**src/rtl/brq_idu_pkg.sv**
```systemverilog
// brq_idu_pkg: shared types for the Buraq decode-to-execute stage
package brq_idu_pkg;

   localparam int BRQ_XLEN = 32;

   typedef enum logic [1:0] {
      RUN,
      HZ_STALL,
      BP_STALL
   } idu_state_t;

   typedef struct packed {
      logic                hit;
      logic                hazard;
      logic [BRQ_XLEN-1:0] data;
   } src_res_t;

endpackage

```
**src/rtl/brq_idu_if.sv**
```systemverilog
// brq_idu_if: decode-side, forwarding, flush and EX-side signals of the ID/EX stage
interface brq_idu_if #(
   parameter int XLEN    = brq_idu_pkg::BRQ_XLEN,
   parameter int REG_AW  = 5,
   parameter int NUM_FWD = 3,
   parameter int CTRL_W  = 16,
   parameter int CNT_W   = 16
);
   logic                      in_valid;
   logic                      in_ready;
   logic [XLEN-1:0]           in_pc;
   logic [XLEN-1:0]           in_imm;
   logic [REG_AW-1:0]         in_rs1;
   logic [REG_AW-1:0]         in_rs2;
   logic                      in_rs1_used;
   logic                      in_rs2_used;
   logic [XLEN-1:0]           in_rs1_data;
   logic [XLEN-1:0]           in_rs2_data;
   logic [REG_AW-1:0]         in_rd;
   logic                      in_rd_we;
   logic                      in_is_load;
   logic [CTRL_W-1:0]         in_ctrl;
   logic [NUM_FWD-1:0]        fwd_valid;
   logic [NUM_FWD-1:0]        fwd_data_ok;
   logic [NUM_FWD*REG_AW-1:0] fwd_rd;
   logic [NUM_FWD*XLEN-1:0]   fwd_data;
   logic                      flush;
   logic                      out_valid;
   logic                      out_ready;
   logic [XLEN-1:0]           out_pc;
   logic [XLEN-1:0]           out_imm;
   logic [XLEN-1:0]           out_op_a;
   logic [XLEN-1:0]           out_op_b;
   logic [REG_AW-1:0]         out_rd;
   logic                      out_rd_we;
   logic                      out_is_load;
   logic [CTRL_W-1:0]         out_ctrl;
   logic [CNT_W-1:0]          hz_stall_cnt;
   logic [CNT_W-1:0]          bp_stall_cnt;

   modport master (
      output in_valid, in_pc, in_imm, in_rs1, in_rs2, in_rs1_used, in_rs2_used,
             in_rs1_data, in_rs2_data, in_rd, in_rd_we, in_is_load, in_ctrl,
             fwd_valid, fwd_data_ok, fwd_rd, fwd_data, flush, out_ready,
      input  in_ready, out_valid, out_pc, out_imm, out_op_a, out_op_b, out_rd,
             out_rd_we, out_is_load, out_ctrl, hz_stall_cnt, bp_stall_cnt
   );

   modport slave (
      input  in_valid, in_pc, in_imm, in_rs1, in_rs2, in_rs1_used, in_rs2_used,
             in_rs1_data, in_rs2_data, in_rd, in_rd_we, in_is_load, in_ctrl,
             fwd_valid, fwd_data_ok, fwd_rd, fwd_data, flush, out_ready,
      output in_ready, out_valid, out_pc, out_imm, out_op_a, out_op_b, out_rd,
             out_rd_we, out_is_load, out_ctrl, hz_stall_cnt, bp_stall_cnt
   );
endinterface

```
**src/rtl/brq_fwd_resolve.sv**
```systemverilog
// brq_fwd_resolve: youngest-match forwarding lookup for one source operand
// BRQ_IDU_FWD_EN selects forwarded data; without it every live match is a hazard.
module brq_fwd_resolve
   import brq_idu_pkg::*;
#(
   parameter int XLEN    = BRQ_XLEN,
   parameter int REG_AW  = 5,
   parameter int NUM_FWD = 3
) (
   input  logic [REG_AW-1:0]         i_rs,
   input  logic                      i_used,
   input  logic [XLEN-1:0]           i_rf_data,
   input  logic [NUM_FWD-1:0]        i_fwd_valid,
   input  logic [NUM_FWD-1:0]        i_fwd_data_ok,
   input  logic [NUM_FWD*REG_AW-1:0] i_fwd_rd,
   input  logic [NUM_FWD*XLEN-1:0]   i_fwd_data,
   output src_res_t                  o_res
);
   logic            w_match;
   logic            w_ok;
   logic            w_hit;
   logic [XLEN-1:0] w_fwd;

   // walk oldest to youngest so the lowest matching index is the one left standing
   always_comb begin
      w_match = 1'b0;
      w_ok    = 1'b0;
      w_fwd   = '0;
      for (int i = NUM_FWD - 1; i >= 0; i--)
         if (i_fwd_valid[i] && i_fwd_rd[i*REG_AW +: REG_AW] == i_rs) begin
            w_match = 1'b1;
            w_ok    = i_fwd_data_ok[i];
            w_fwd   = i_fwd_data[i*XLEN +: XLEN];
         end
   end

   assign w_hit = w_match & i_used & (i_rs != '0);

`ifdef BRQ_IDU_FWD_EN
   assign o_res = '{hit: w_hit, hazard: w_hit & ~w_ok, data: BRQ_XLEN'(w_hit ? w_fwd : i_rf_data)};
`else
   logic w_unused_fwd;
   assign w_unused_fwd = ^{w_ok, w_fwd};
   assign o_res = '{hit: w_hit, hazard: w_hit, data: BRQ_XLEN'(i_rf_data)};
`endif
endmodule

```
**src/rtl/brq_idu_stage.sv**
```systemverilog
// brq_idu_stage: decode-to-execute stage with N-port forwarding, RAW stall and ID/EX register
// BRQ_IDU_FWD_EN enables operand forwarding; without it a live producer match always stalls.
module brq_idu_stage
   import brq_idu_pkg::*;
#(
   parameter int XLEN    = BRQ_XLEN,
   parameter int REG_AW  = 5,
   parameter int NUM_FWD = 3,
   parameter int CTRL_W  = 16,
   parameter int CNT_W   = 16
) (
   input logic      brq_clk,
   input logic      brq_rst_n,
   brq_idu_if.slave bus
);
   src_res_t          w_rs1;
   src_res_t          w_rs2;
   idu_state_t        r_state;
   idu_state_t        w_state_nx;
   logic              w_hazard;
   logic              w_in_ready;
   logic              w_accept;
   logic              w_hz_inc;
   logic              w_bp_inc;
   logic              r_valid;
   logic              r_rd_we;
   logic              r_is_load;
   logic [XLEN-1:0]   r_pc;
   logic [XLEN-1:0]   r_imm;
   logic [XLEN-1:0]   r_op_a;
   logic [XLEN-1:0]   r_op_b;
   logic [REG_AW-1:0] r_rd;
   logic [CTRL_W-1:0] r_ctrl;
   logic [CNT_W-1:0]  r_hz_cnt;
   logic [CNT_W-1:0]  r_bp_cnt;

   brq_fwd_resolve #(.XLEN(XLEN), .REG_AW(REG_AW), .NUM_FWD(NUM_FWD)) u_rs1 (
      .i_rs          (bus.in_rs1),
      .i_used        (bus.in_rs1_used),
      .i_rf_data     (bus.in_rs1_data),
      .i_fwd_valid   (bus.fwd_valid),
      .i_fwd_data_ok (bus.fwd_data_ok),
      .i_fwd_rd      (bus.fwd_rd),
      .i_fwd_data    (bus.fwd_data),
      .o_res         (w_rs1)
   );

   brq_fwd_resolve #(.XLEN(XLEN), .REG_AW(REG_AW), .NUM_FWD(NUM_FWD)) u_rs2 (
      .i_rs          (bus.in_rs2),
      .i_used        (bus.in_rs2_used),
      .i_rf_data     (bus.in_rs2_data),
      .i_fwd_valid   (bus.fwd_valid),
      .i_fwd_data_ok (bus.fwd_data_ok),
      .i_fwd_rd      (bus.fwd_rd),
      .i_fwd_data    (bus.fwd_data),
      .o_res         (w_rs2)
   );

   assign w_hazard   = bus.in_valid & ((w_rs1.hit & w_rs1.hazard) | (w_rs2.hit & w_rs2.hazard));
   assign w_in_ready = ~bus.flush & ~w_hazard & (~r_valid | bus.out_ready);
   assign w_accept   = bus.in_valid & w_in_ready;

   always_ff @(posedge brq_clk or negedge brq_rst_n)
      if (!brq_rst_n) r_state <= RUN;
      else r_state <= w_state_nx;

   always_comb begin
      w_state_nx = r_state;
      if (bus.flush) w_state_nx = RUN;
      else if (r_valid && !bus.out_ready && bus.in_valid && !w_hazard) w_state_nx = BP_STALL;
      else if (r_state == BP_STALL) w_state_nx = bus.out_ready ? RUN : BP_STALL;
      else w_state_nx = w_hazard ? HZ_STALL : RUN;
   end

   // a hazard cycle counts while stalled or on the cycle that enters the stall
   always_comb begin
      w_hz_inc = w_hazard & ((r_state == HZ_STALL) | (w_state_nx == HZ_STALL));
      w_bp_inc = r_valid & ~bus.out_ready;
   end

   always_ff @(posedge brq_clk or negedge brq_rst_n)
      if (!brq_rst_n) begin
         r_hz_cnt <= '0;
         r_bp_cnt <= '0;
      end else begin
         r_hz_cnt <= r_hz_cnt + CNT_W'(w_hz_inc & ~&r_hz_cnt);
         r_bp_cnt <= r_bp_cnt + CNT_W'(w_bp_inc & ~&r_bp_cnt);
      end

   always_ff @(posedge brq_clk or negedge brq_rst_n)
      if (!brq_rst_n) begin
         r_valid   <= 1'b0;
         r_rd_we   <= 1'b0;
         r_is_load <= 1'b0;
         r_pc      <= '0;
         r_imm     <= '0;
         r_op_a    <= '0;
         r_op_b    <= '0;
         r_rd      <= '0;
         r_ctrl    <= '0;
      end else if (bus.flush) begin
         r_valid   <= 1'b0;
         r_rd_we   <= 1'b0;
         r_is_load <= 1'b0;
      end else if (w_accept) begin
         r_valid   <= 1'b1;
         r_rd_we   <= bus.in_rd_we;
         r_is_load <= bus.in_is_load;
         r_pc      <= bus.in_pc;
         r_imm     <= bus.in_imm;
         r_op_a    <= XLEN'(w_rs1.data);
         r_op_b    <= XLEN'(w_rs2.data);
         r_rd      <= bus.in_rd;
         r_ctrl    <= bus.in_ctrl;
      end else if (bus.out_ready) begin
         r_valid   <= 1'b0;
         r_rd_we   <= 1'b0;
         r_is_load <= 1'b0;
      end

   assign bus.in_ready     = w_in_ready;
   assign bus.out_valid    = r_valid;
   assign bus.out_pc       = r_pc;
   assign bus.out_imm      = r_imm;
   assign bus.out_op_a     = r_op_a;
   assign bus.out_op_b     = r_op_b;
   assign bus.out_rd       = r_rd;
   assign bus.out_rd_we    = r_rd_we;
   assign bus.out_is_load  = r_is_load;
   assign bus.out_ctrl     = r_ctrl;
   assign bus.hz_stall_cnt = r_hz_cnt;
   assign bus.bp_stall_cnt = r_bp_cnt;
endmodule

```
**src/flat_wrapper.sv**
```systemverilog
// flat-port wrapper written by rule: the top's interface ports become plain ports
module brq_idu_stage_flat import brq_idu_pkg::*;
#(
   parameter int XLEN    = BRQ_XLEN,
   parameter int REG_AW  = 5,
   parameter int NUM_FWD = 3,
   parameter int CTRL_W  = 16,
   parameter int CNT_W   = 16
)
  (brq_clk, brq_rst_n, bus_in_valid, bus_in_pc, bus_in_imm, bus_in_rs1, bus_in_rs2, bus_in_rs1_used, bus_in_rs2_used, bus_in_rs1_data, bus_in_rs2_data, bus_in_rd, bus_in_rd_we, bus_in_is_load, bus_in_ctrl, bus_fwd_valid, bus_fwd_data_ok, bus_fwd_rd, bus_fwd_data, bus_flush, bus_out_ready, bus_in_ready, bus_out_valid, bus_out_pc, bus_out_imm, bus_out_op_a, bus_out_op_b, bus_out_rd, bus_out_rd_we, bus_out_is_load, bus_out_ctrl, bus_hz_stall_cnt, bus_bp_stall_cnt);
  brq_idu_if #(.XLEN(XLEN), .REG_AW(REG_AW), .NUM_FWD(NUM_FWD), .CTRL_W(CTRL_W), .CNT_W(CNT_W)) bus_i ();
  input logic brq_clk;
  input logic brq_rst_n;
  input wire logic [$bits(bus_i.in_valid)-1:0] bus_in_valid;
  input wire logic [$bits(bus_i.in_pc)-1:0] bus_in_pc;
  input wire logic [$bits(bus_i.in_imm)-1:0] bus_in_imm;
  input wire logic [$bits(bus_i.in_rs1)-1:0] bus_in_rs1;
  input wire logic [$bits(bus_i.in_rs2)-1:0] bus_in_rs2;
  input wire logic [$bits(bus_i.in_rs1_used)-1:0] bus_in_rs1_used;
  input wire logic [$bits(bus_i.in_rs2_used)-1:0] bus_in_rs2_used;
  input wire logic [$bits(bus_i.in_rs1_data)-1:0] bus_in_rs1_data;
  input wire logic [$bits(bus_i.in_rs2_data)-1:0] bus_in_rs2_data;
  input wire logic [$bits(bus_i.in_rd)-1:0] bus_in_rd;
  input wire logic [$bits(bus_i.in_rd_we)-1:0] bus_in_rd_we;
  input wire logic [$bits(bus_i.in_is_load)-1:0] bus_in_is_load;
  input wire logic [$bits(bus_i.in_ctrl)-1:0] bus_in_ctrl;
  input wire logic [$bits(bus_i.fwd_valid)-1:0] bus_fwd_valid;
  input wire logic [$bits(bus_i.fwd_data_ok)-1:0] bus_fwd_data_ok;
  input wire logic [$bits(bus_i.fwd_rd)-1:0] bus_fwd_rd;
  input wire logic [$bits(bus_i.fwd_data)-1:0] bus_fwd_data;
  input wire logic [$bits(bus_i.flush)-1:0] bus_flush;
  input wire logic [$bits(bus_i.out_ready)-1:0] bus_out_ready;
  output wire logic [$bits(bus_i.in_ready)-1:0] bus_in_ready;
  output wire logic [$bits(bus_i.out_valid)-1:0] bus_out_valid;
  output wire logic [$bits(bus_i.out_pc)-1:0] bus_out_pc;
  output wire logic [$bits(bus_i.out_imm)-1:0] bus_out_imm;
  output wire logic [$bits(bus_i.out_op_a)-1:0] bus_out_op_a;
  output wire logic [$bits(bus_i.out_op_b)-1:0] bus_out_op_b;
  output wire logic [$bits(bus_i.out_rd)-1:0] bus_out_rd;
  output wire logic [$bits(bus_i.out_rd_we)-1:0] bus_out_rd_we;
  output wire logic [$bits(bus_i.out_is_load)-1:0] bus_out_is_load;
  output wire logic [$bits(bus_i.out_ctrl)-1:0] bus_out_ctrl;
  output wire logic [$bits(bus_i.hz_stall_cnt)-1:0] bus_hz_stall_cnt;
  output wire logic [$bits(bus_i.bp_stall_cnt)-1:0] bus_bp_stall_cnt;
  assign bus_i.in_valid = bus_in_valid;
  assign bus_i.in_pc = bus_in_pc;
  assign bus_i.in_imm = bus_in_imm;
  assign bus_i.in_rs1 = bus_in_rs1;
  assign bus_i.in_rs2 = bus_in_rs2;
  assign bus_i.in_rs1_used = bus_in_rs1_used;
  assign bus_i.in_rs2_used = bus_in_rs2_used;
  assign bus_i.in_rs1_data = bus_in_rs1_data;
  assign bus_i.in_rs2_data = bus_in_rs2_data;
  assign bus_i.in_rd = bus_in_rd;
  assign bus_i.in_rd_we = bus_in_rd_we;
  assign bus_i.in_is_load = bus_in_is_load;
  assign bus_i.in_ctrl = bus_in_ctrl;
  assign bus_i.fwd_valid = bus_fwd_valid;
  assign bus_i.fwd_data_ok = bus_fwd_data_ok;
  assign bus_i.fwd_rd = bus_fwd_rd;
  assign bus_i.fwd_data = bus_fwd_data;
  assign bus_i.flush = bus_flush;
  assign bus_i.out_ready = bus_out_ready;
  assign bus_in_ready = bus_i.in_ready;
  assign bus_out_valid = bus_i.out_valid;
  assign bus_out_pc = bus_i.out_pc;
  assign bus_out_imm = bus_i.out_imm;
  assign bus_out_op_a = bus_i.out_op_a;
  assign bus_out_op_b = bus_i.out_op_b;
  assign bus_out_rd = bus_i.out_rd;
  assign bus_out_rd_we = bus_i.out_rd_we;
  assign bus_out_is_load = bus_i.out_is_load;
  assign bus_out_ctrl = bus_i.out_ctrl;
  assign bus_hz_stall_cnt = bus_i.hz_stall_cnt;
  assign bus_bp_stall_cnt = bus_i.bp_stall_cnt;
  brq_idu_stage #(.XLEN(XLEN), .REG_AW(REG_AW), .NUM_FWD(NUM_FWD), .CTRL_W(CTRL_W), .CNT_W(CNT_W)) u_core (.brq_clk(brq_clk), .brq_rst_n(brq_rst_n), .bus(bus_i));
endmodule
```
**config.mk**
```make
export PLATFORM = sky130hd
export DESIGN_NAME = brq_idu_stage_flat
export DESIGN_NICKNAME = d
export VERILOG_FILES = /design/src/rtl/brq_idu_pkg.sv /design/src/rtl/brq_idu_if.sv /design/src/rtl/brq_fwd_resolve.sv /design/src/rtl/brq_idu_stage.sv /design/src/flat_wrapper.sv
export SDC_FILE = /design/constraint.sdc
export NUM_CORES = 1
export LEC_CHECK = 0
export ABC_AREA = 1
export BUFFER_PORTS_ARGS = -buffer_cell sky130_fd_sc_hd__buf_2
export CORE_AREA = 2 2 183 185
export CTS_BUF_LIST = sky130_fd_sc_hd__clkbuf_4 sky130_fd_sc_hd__clkbuf_8 sky130_fd_sc_hd__clkbuf_16
export DETAILED_ROUTE_END_ITERATION = 8
export DIE_AREA = 0 0 185 187
export PLACE_DENSITY = 0.62
export SYNTH_ARGS = -nofsm -noshare
export SYNTH_HDL_FRONTEND = slang
export SYNTH_HIERARCHICAL = 1
export SYNTH_SLANG_ARGS = --single-unit
```
**constraint.sdc**
```tcl
create_clock -name brq_clk -period 4.76 [get_ports brq_clk]
set_input_delay 0.714 -clock brq_clk [delete_from_list [all_inputs] [get_ports brq_clk]]
set_output_delay 0.714 -clock brq_clk [all_outputs]
set_load 0.005 [all_outputs]
```
**Yosys cells after proc, flatten, opt, wreduce, memory -nomap -nowiden**

Index checks and enable logic that the tools add are counted.

- Register bits: 186
- Bits of input ports: 285
- Output and inout port bits: 185
- Logic and storage cells: 79

- Add/subtract/negate cells: 2
- Eq/ne operators: 9
- Mux-type cells: 18
- Bitwise logic cells: 19
- Reductions and logical operators: 19

Operators by type and width:

| kind | count |
|---|---|
| 16-bit adder | 2 |
| 16-bit AND reduction | 2 |
| 5-bit == test | 6 |
| 1-bit two-way mux | 14 |
| 1-bit bitwise AND | 12 |
| 5-bit nonzero test | 2 |
| 1-bit logical AND | 9 |
| 2-bit two-way mux | 4 |
| 2-bit by 1-bit == test with 1-bit output, second input constant | 2 |
| 1-bit zero test | 4 |
| 1-bit inverter | 4 |
| 1-bit OR | 3 |
| 3-bit nonzero test | 1 |
| 2-bit == test, second input constant | 1 |
| 2-bit AND reduction | 1 |

**Longest topological paths before layout**

- Depth after elaboration: 18
- Gate-level depth with buffers: 22

**Hierarchy**

The synthesis kept the hierarchy.

Modules (own cells, without submodules):

| module | instances | cells an instance | area each (µm²) | sequential area each (µm²) |
|---|---|---|---|---|
| brq_idu_stage | 1 | 859 | 8338.0 | 4654.5 |
| brq_fwd_resolve | 2 | 113 | 563.0 | 0.0 |

**Worst setup path before layout**

Ideal clock, no wire load.

- Path type: input -> register
- From: input port bus_in_rs2[0]
- To: register u_core.r_hz_cnt[10] (netlist: u_core/bus.hz_stall_cnt[10])
- Setup time: 0.124 ns
- Arrival: 2.672 ns
- Slack: 1.963 ns
- Stages on the path: 21
- Buffers on the path: 1
- Cells stage by stage: inv_1 > nand2_1 > nand2_1 > nor2_1 > nand3_1 > nand3_1 > nand2_1 > inv_1 > buf_4 > nand2_1 > nand2_1 > inv_1 > nor2_1 > o21ai_0 > nor2_1 > ha_1 > ha_1 > nand3_1 > nor2_1 > nand2_1 > xnor2_1

- Longest elaborated chain between the ends: 18
- Elaborated cells between the ends (all ways): 25

Ends and longest elaborated chain:

| what | line | RTL |
|---|---|---|
| start, declared | flat_wrapper.sv:18 | `input wire logic [$bits(bus_i.in_rs2)-1:0] bus_in_rs2;` |
| 5-bit == test | brq_fwd_resolve.sv:30 | `if (i_fwd_valid[i] && i_fwd_rd[i*REG_AW +: REG_AW] == i_rs) begin` |
| 1-bit logical AND | brq_fwd_resolve.sv:30 |  |
| 1-bit two-way mux (3 in series) | brq_fwd_resolve.sv:30 |  |
| 1-bit bitwise AND | brq_fwd_resolve.sv:37 | `assign w_hit = w_match & i_used & (i_rs != '0);` |
| 1-bit bitwise AND * | brq_fwd_resolve.sv:37 |  |
| net u_core.u_rs2.w_hit | brq_fwd_resolve.sv:21 | `logic w_hit;` |
| 1-bit OR * | brq_idu_stage.sv:59 | `assign w_hazard = bus.in_valid & ((w_rs1.hit & w_rs1.hazard) \| (w_rs2.hit & w_rs2.hazard));` |
| 1-bit bitwise AND * | brq_idu_stage.sv:59 |  |
| 1-bit two-way mux / 1-bit zero test (equally long branches) | brq_idu_stage.sv:72, brq_idu_stage.sv:70 |  |
| 2-bit two-way mux / 1-bit logical AND (equally long branches) | brq_idu_stage.sv:71, brq_idu_stage.sv:70 |  |
| 2-bit two-way mux | brq_idu_stage.sv:70 | `else if (r_valid && !bus.out_ready && bus.in_valid && !w_hazard) w_state_nx = BP_STALL;` |
| 2-bit two-way mux | brq_idu_stage.sv:69 | `if (bus.flush) w_state_nx = RUN;` |
| 2-bit by 1-bit == test with 1-bit output | brq_idu_stage.sv:77 | `w_hz_inc = w_hazard & ((r_state == HZ_STALL) \| (w_state_nx == HZ_STALL));` |
| 1-bit OR | brq_idu_stage.sv:77 |  |
| 1-bit bitwise AND * | brq_idu_stage.sv:77 |  |
| 1-bit bitwise AND * | brq_idu_stage.sv:86 | `r_hz_cnt <= r_hz_cnt + CNT_W'(w_hz_inc & ~&r_hz_cnt);` |
| 16-bit adder * | brq_idu_stage.sv:86 |  |
| end signal, assigned | brq_idu_stage.sv:86 |  |
| end, declared | brq_idu_stage.sv:34 | `logic [CNT_W-1:0] r_hz_cnt;` |

Mark *: on every way through the listed nets, which the timed path passes. The rest lies on a longest branch.
A chain may end at the register's enable or synchronous reset.

==> run_results.csv <==
group,metric,value,unit
clocking,clkSinkCount,186,
run,maxCapViolCount,0,
synthesis,synth_top_area_share,49.18,%
synthesis,ys_warn_count,6,
place,gp_congestion,0.8232,
routing,ant_nets,0,
synthesis,yosysMostFrequentCell,"nand2_1",
synthesis,netlist_instances,1085,
clocking,cts_resized,0,
worst_setup_path,crit_path_end_kind,"register",
floorplan,die_area,34600,um2
global_routing,grt_first_pass_wirelength,37550,um
clocking,root_buffer,"clkbuf_16",
layout,design_area,11730,um2
worst_setup_path,critPathLaunchType,"input pin",
worst_setup_path,crit_end,"u_core/bus.hz_stall_cnt[10]",
synthesis,synth_area,9464,um2
worst_setup_path,cp-startpoint,"bus_in_rs2[3]",
worst_setup_path,worstPathArrival,3520,ps
worst_setup_path,rr_endpoint,"u_core/bus.hz_stall_cnt[6]",
worst_setup_path,ff2ff_setup_slack,2500,ps
sta,relSlewSlack,36.03,%
worst_setup_path,timing.critical_path.buf_inv,4,
global_routing,grt_max_degree,129,
clocking,clkTransAtPathRegs,70,ps
synthesis,synth_cell_types,24,
clocking,cts_tree,"done",
clocking,cts_buffer_depth,2,
synthesis,synth_edf_count,0,
floorplan,num_rows,67,
layout,final_nets,1666,
global_routing,antenna_found_initial,4,
clocking,ctsHoldBuffers,0,
worst_setup_path,cp.required,5080,ps
synthesis,synthTopCellsByCount,"nand2_1 (304), inv_1 (206), dfrtp_1 (186)",
clocking,post_cts_buffers,0,
synthesis,yosysSeqAreaShare,49.18,%
worst_hold_path,hp-class,"in -> async",
clocking,numCtsBuffers,17,
worst_setup_path,cpMostUsedCell,"nand2_1",
routing,vias,7361,
layout,stdcell_count,1840,
floorplan,core_area,32860,um2
worst_setup_path,worst-path-max-fanout,5,
clocking,clock_insertion_delay_worst_skew,440,ps
place,io_buffers,370,
synthesis,synth_seq_cells,186,
worst_setup_path,critPathMaxStageDelay,270,ps
synthesis,syn_nets,1374,
sta,tns,0,ps
sta,finalHoldViolations,0,
worst_setup_path,crit-reg2reg-launch,"u_core/r_state[0]",
floorplan,start_util,28.80,%
synthesis,synth_top_area_cell,"dfrtp_1",
floorplan,die_w,185,um
sta,clock_skew,10.62,ps
synthesis,synthFlopType,"dfrtp_1",
layout,layout-drive-gt1-share,39.96,%
power_and_ir_drop,p_leak,6.700,nW
sta,fin_crit,3198,ps
routing,wl_per_cell,12.87,um
global_routing,grt-ovfl-total,0,
global_routing,track_usage,13.78,%
sta,worst_pin_slew,959.6,ps
power_and_ir_drop,ir_drop,0.0002216,V
place,numPlacedInstances,1806,
global_routing,grt_pass1_vias,7184,
sta,drv_slew,0,
layout,areaGrowthSynthToFinish,23.90,%
sta,period_share,67.18,%
routing,drt-pass1-iter-count,4,
worst_setup_path,critPathTopFamily,"simple AND/OR/NAND/NOR gates",
power_and_ir_drop,pwr_density_cell,363.3,nW/um2
synthesis,async_flop_share,100.0,%
place,placed_cell_area,11100,um2
synthesis,synth_area_leaders,"dfrtp_1 (49%), o21ai_2 (13%), nand2_1 (12%)",
worst_setup_path,crit_chain,"buf_2 > inv_2 > nand2_1 > nand2_1 > nor2_1 > nand3_1 > nand3_1 > nand2_1 > inv_1 > nand2_1 > nand2_1 > inv_1 > nor2_1 > o21ai_0 > nor2_1 > ha_1 > ha_1 > nand3_1 > nor2_1 > nand2_1 > xnor2_1",
floorplan,die_y,187,um
sta,finalSetupViolations,0,
routing,drtIter0Drc,365,
sta,fmax,312.7,MHz
routing,viasPerCell,4.001,
clocking,htree_levels,4,
sta,rsz0062_at_grt,"false",
floorplan,io_pins,470,
synthesis,postSynthAreaPerCell,8.723,um2
place,dpl.hpwl,17910,um
worst_setup_path,slowest_stage,"o21ai_0",
routing,finalWirelength,23680,um
routing,drc,0,
worst_setup_path,crit_type,"in -> reg",
outcome,status,"completed",
worst_setup_path,cp.depth,21,
worst_setup_path,r2r_cells,9,
-- layout make-up --
cell class	instances	area, um2
fill	3446	21140
clock inverter	13	188.9
sequential	186	4654
clock buffer	18	432.9
antenna	3	7.507
multi-input combinational	587	3149
timing repair buffer	374	1941
tap	448	560.5
inverter	211	792.0
-- power breakdown --
| group | total (mW) | switching, mW | internal [mW] |
|---|---|---|---|
| clock network | 1.54 | 0.654 | 0.890 |
| logic | 0.798 | 0.431 | 0.367 |
| registers | 1.92 | 0.124 | 1.79 |
| total | 4.26 | 1.21 | 3.05 |
-- worst min-delay path by stage --
stage,start,end,slack [ps]
after global routing,brq_rst_n,u_core/bus.out_pc[13],470
after detailed placement,u_core/bus.out_pc[23],u_core/bus.out_pc[23],460
final,brq_rst_n,u_core/bus.out_imm[13],400
after floorplan,brq_rst_n,u_core/bus.bp_stall_cnt[0],420
after CTS,brq_rst_n,u_core/bus.bp_stall_cnt[11],430
after global placement,u_core/bus.out_ctrl[9],u_core/bus.out_ctrl[9],460
-- routing by layer --
| metal | global-route usage [%] | vias to the layer above | share of wire [%] | wire [um] |
|---|---|---|---|---|
| met4 | 4.976 | 2 | 1.8 | 425 |
| li1 | - | 3789 | - | - |
| met1 | 15.71 | 3323 | 41 | 9641 |
| met2 | 23.77 | 222 | 50 | 11770 |
| met3 | 4.751 | 25 | 7.7 | 1831 |
| met5 | 0 | - | 0.055 | 13 |
-- worst reg2reg max path, cell delays in order (launching register included) --
cell     delay [ps]
dfrtp_1         380
nor2_1          200
nor2_1           60
o21ai_0         490
nor2_1           90
ha_1            250
ha_1            220
nand3_1         180
nor2_1          120
xor2_1          150
-- flip-flops by register name, indices dropped and copies added, names as in the netlist --
name,count
u_core/bus.hz_stall_cnt,16
u_core/bus.out_imm,32
u_core/bus.out_rd_we,1
u_core/bus.out_valid,1
u_core/bus.out_is_load,1
u_core/bus.out_rd,5
u_core/bus.out_pc,32
u_core/bus.out_ctrl,16
u_core/bus.bp_stall_cnt,16
u_core/r_state,2
u_core/bus.out_op_b,32
u_core/bus.out_op_a,32
-- kinds of logic (layout without fill, tap and decap cells) --
logic type	count (synthesis)	after routing	synth area share [%]
simple gates	405	405	16.86
flops	186	186	49.18
compound gates	163	163	14.42
buf+inv	312	616	17.62
fa+ha+maj	4	4	0.5288
other cells	0	3	0
xor+xnor	15	15	1.388
-- cell usage in the layout, fill, tap and decap left out, types with 8 or more instances in the layout --
cell	n
clkbuf_16	17
buf_2	369
nand4_1	13
o21ai_0	9
nor2_1	60
dfrtp_1	186
o21ai_2	142
xnor2_1	8
inv_1	206
nand2_1	304
nand3_1	24
-- through the flow --
step,setup slack [ps],power (mW),hold slack (ps),utilization (%)
5_1_grt,1172,4.517,466.1,35.68
3_3_place_gp,1095,2.741,459.6,33.77
4_1_cts,1555,4.346,434.5,35.66
3_5_place_dp,1076,2.764,462.0,33.77
2_1_floorplan,1963,2.393,418.4,-
6_report,1562,4.260,399.6,35.68
(Power assumes the default switching activity.)
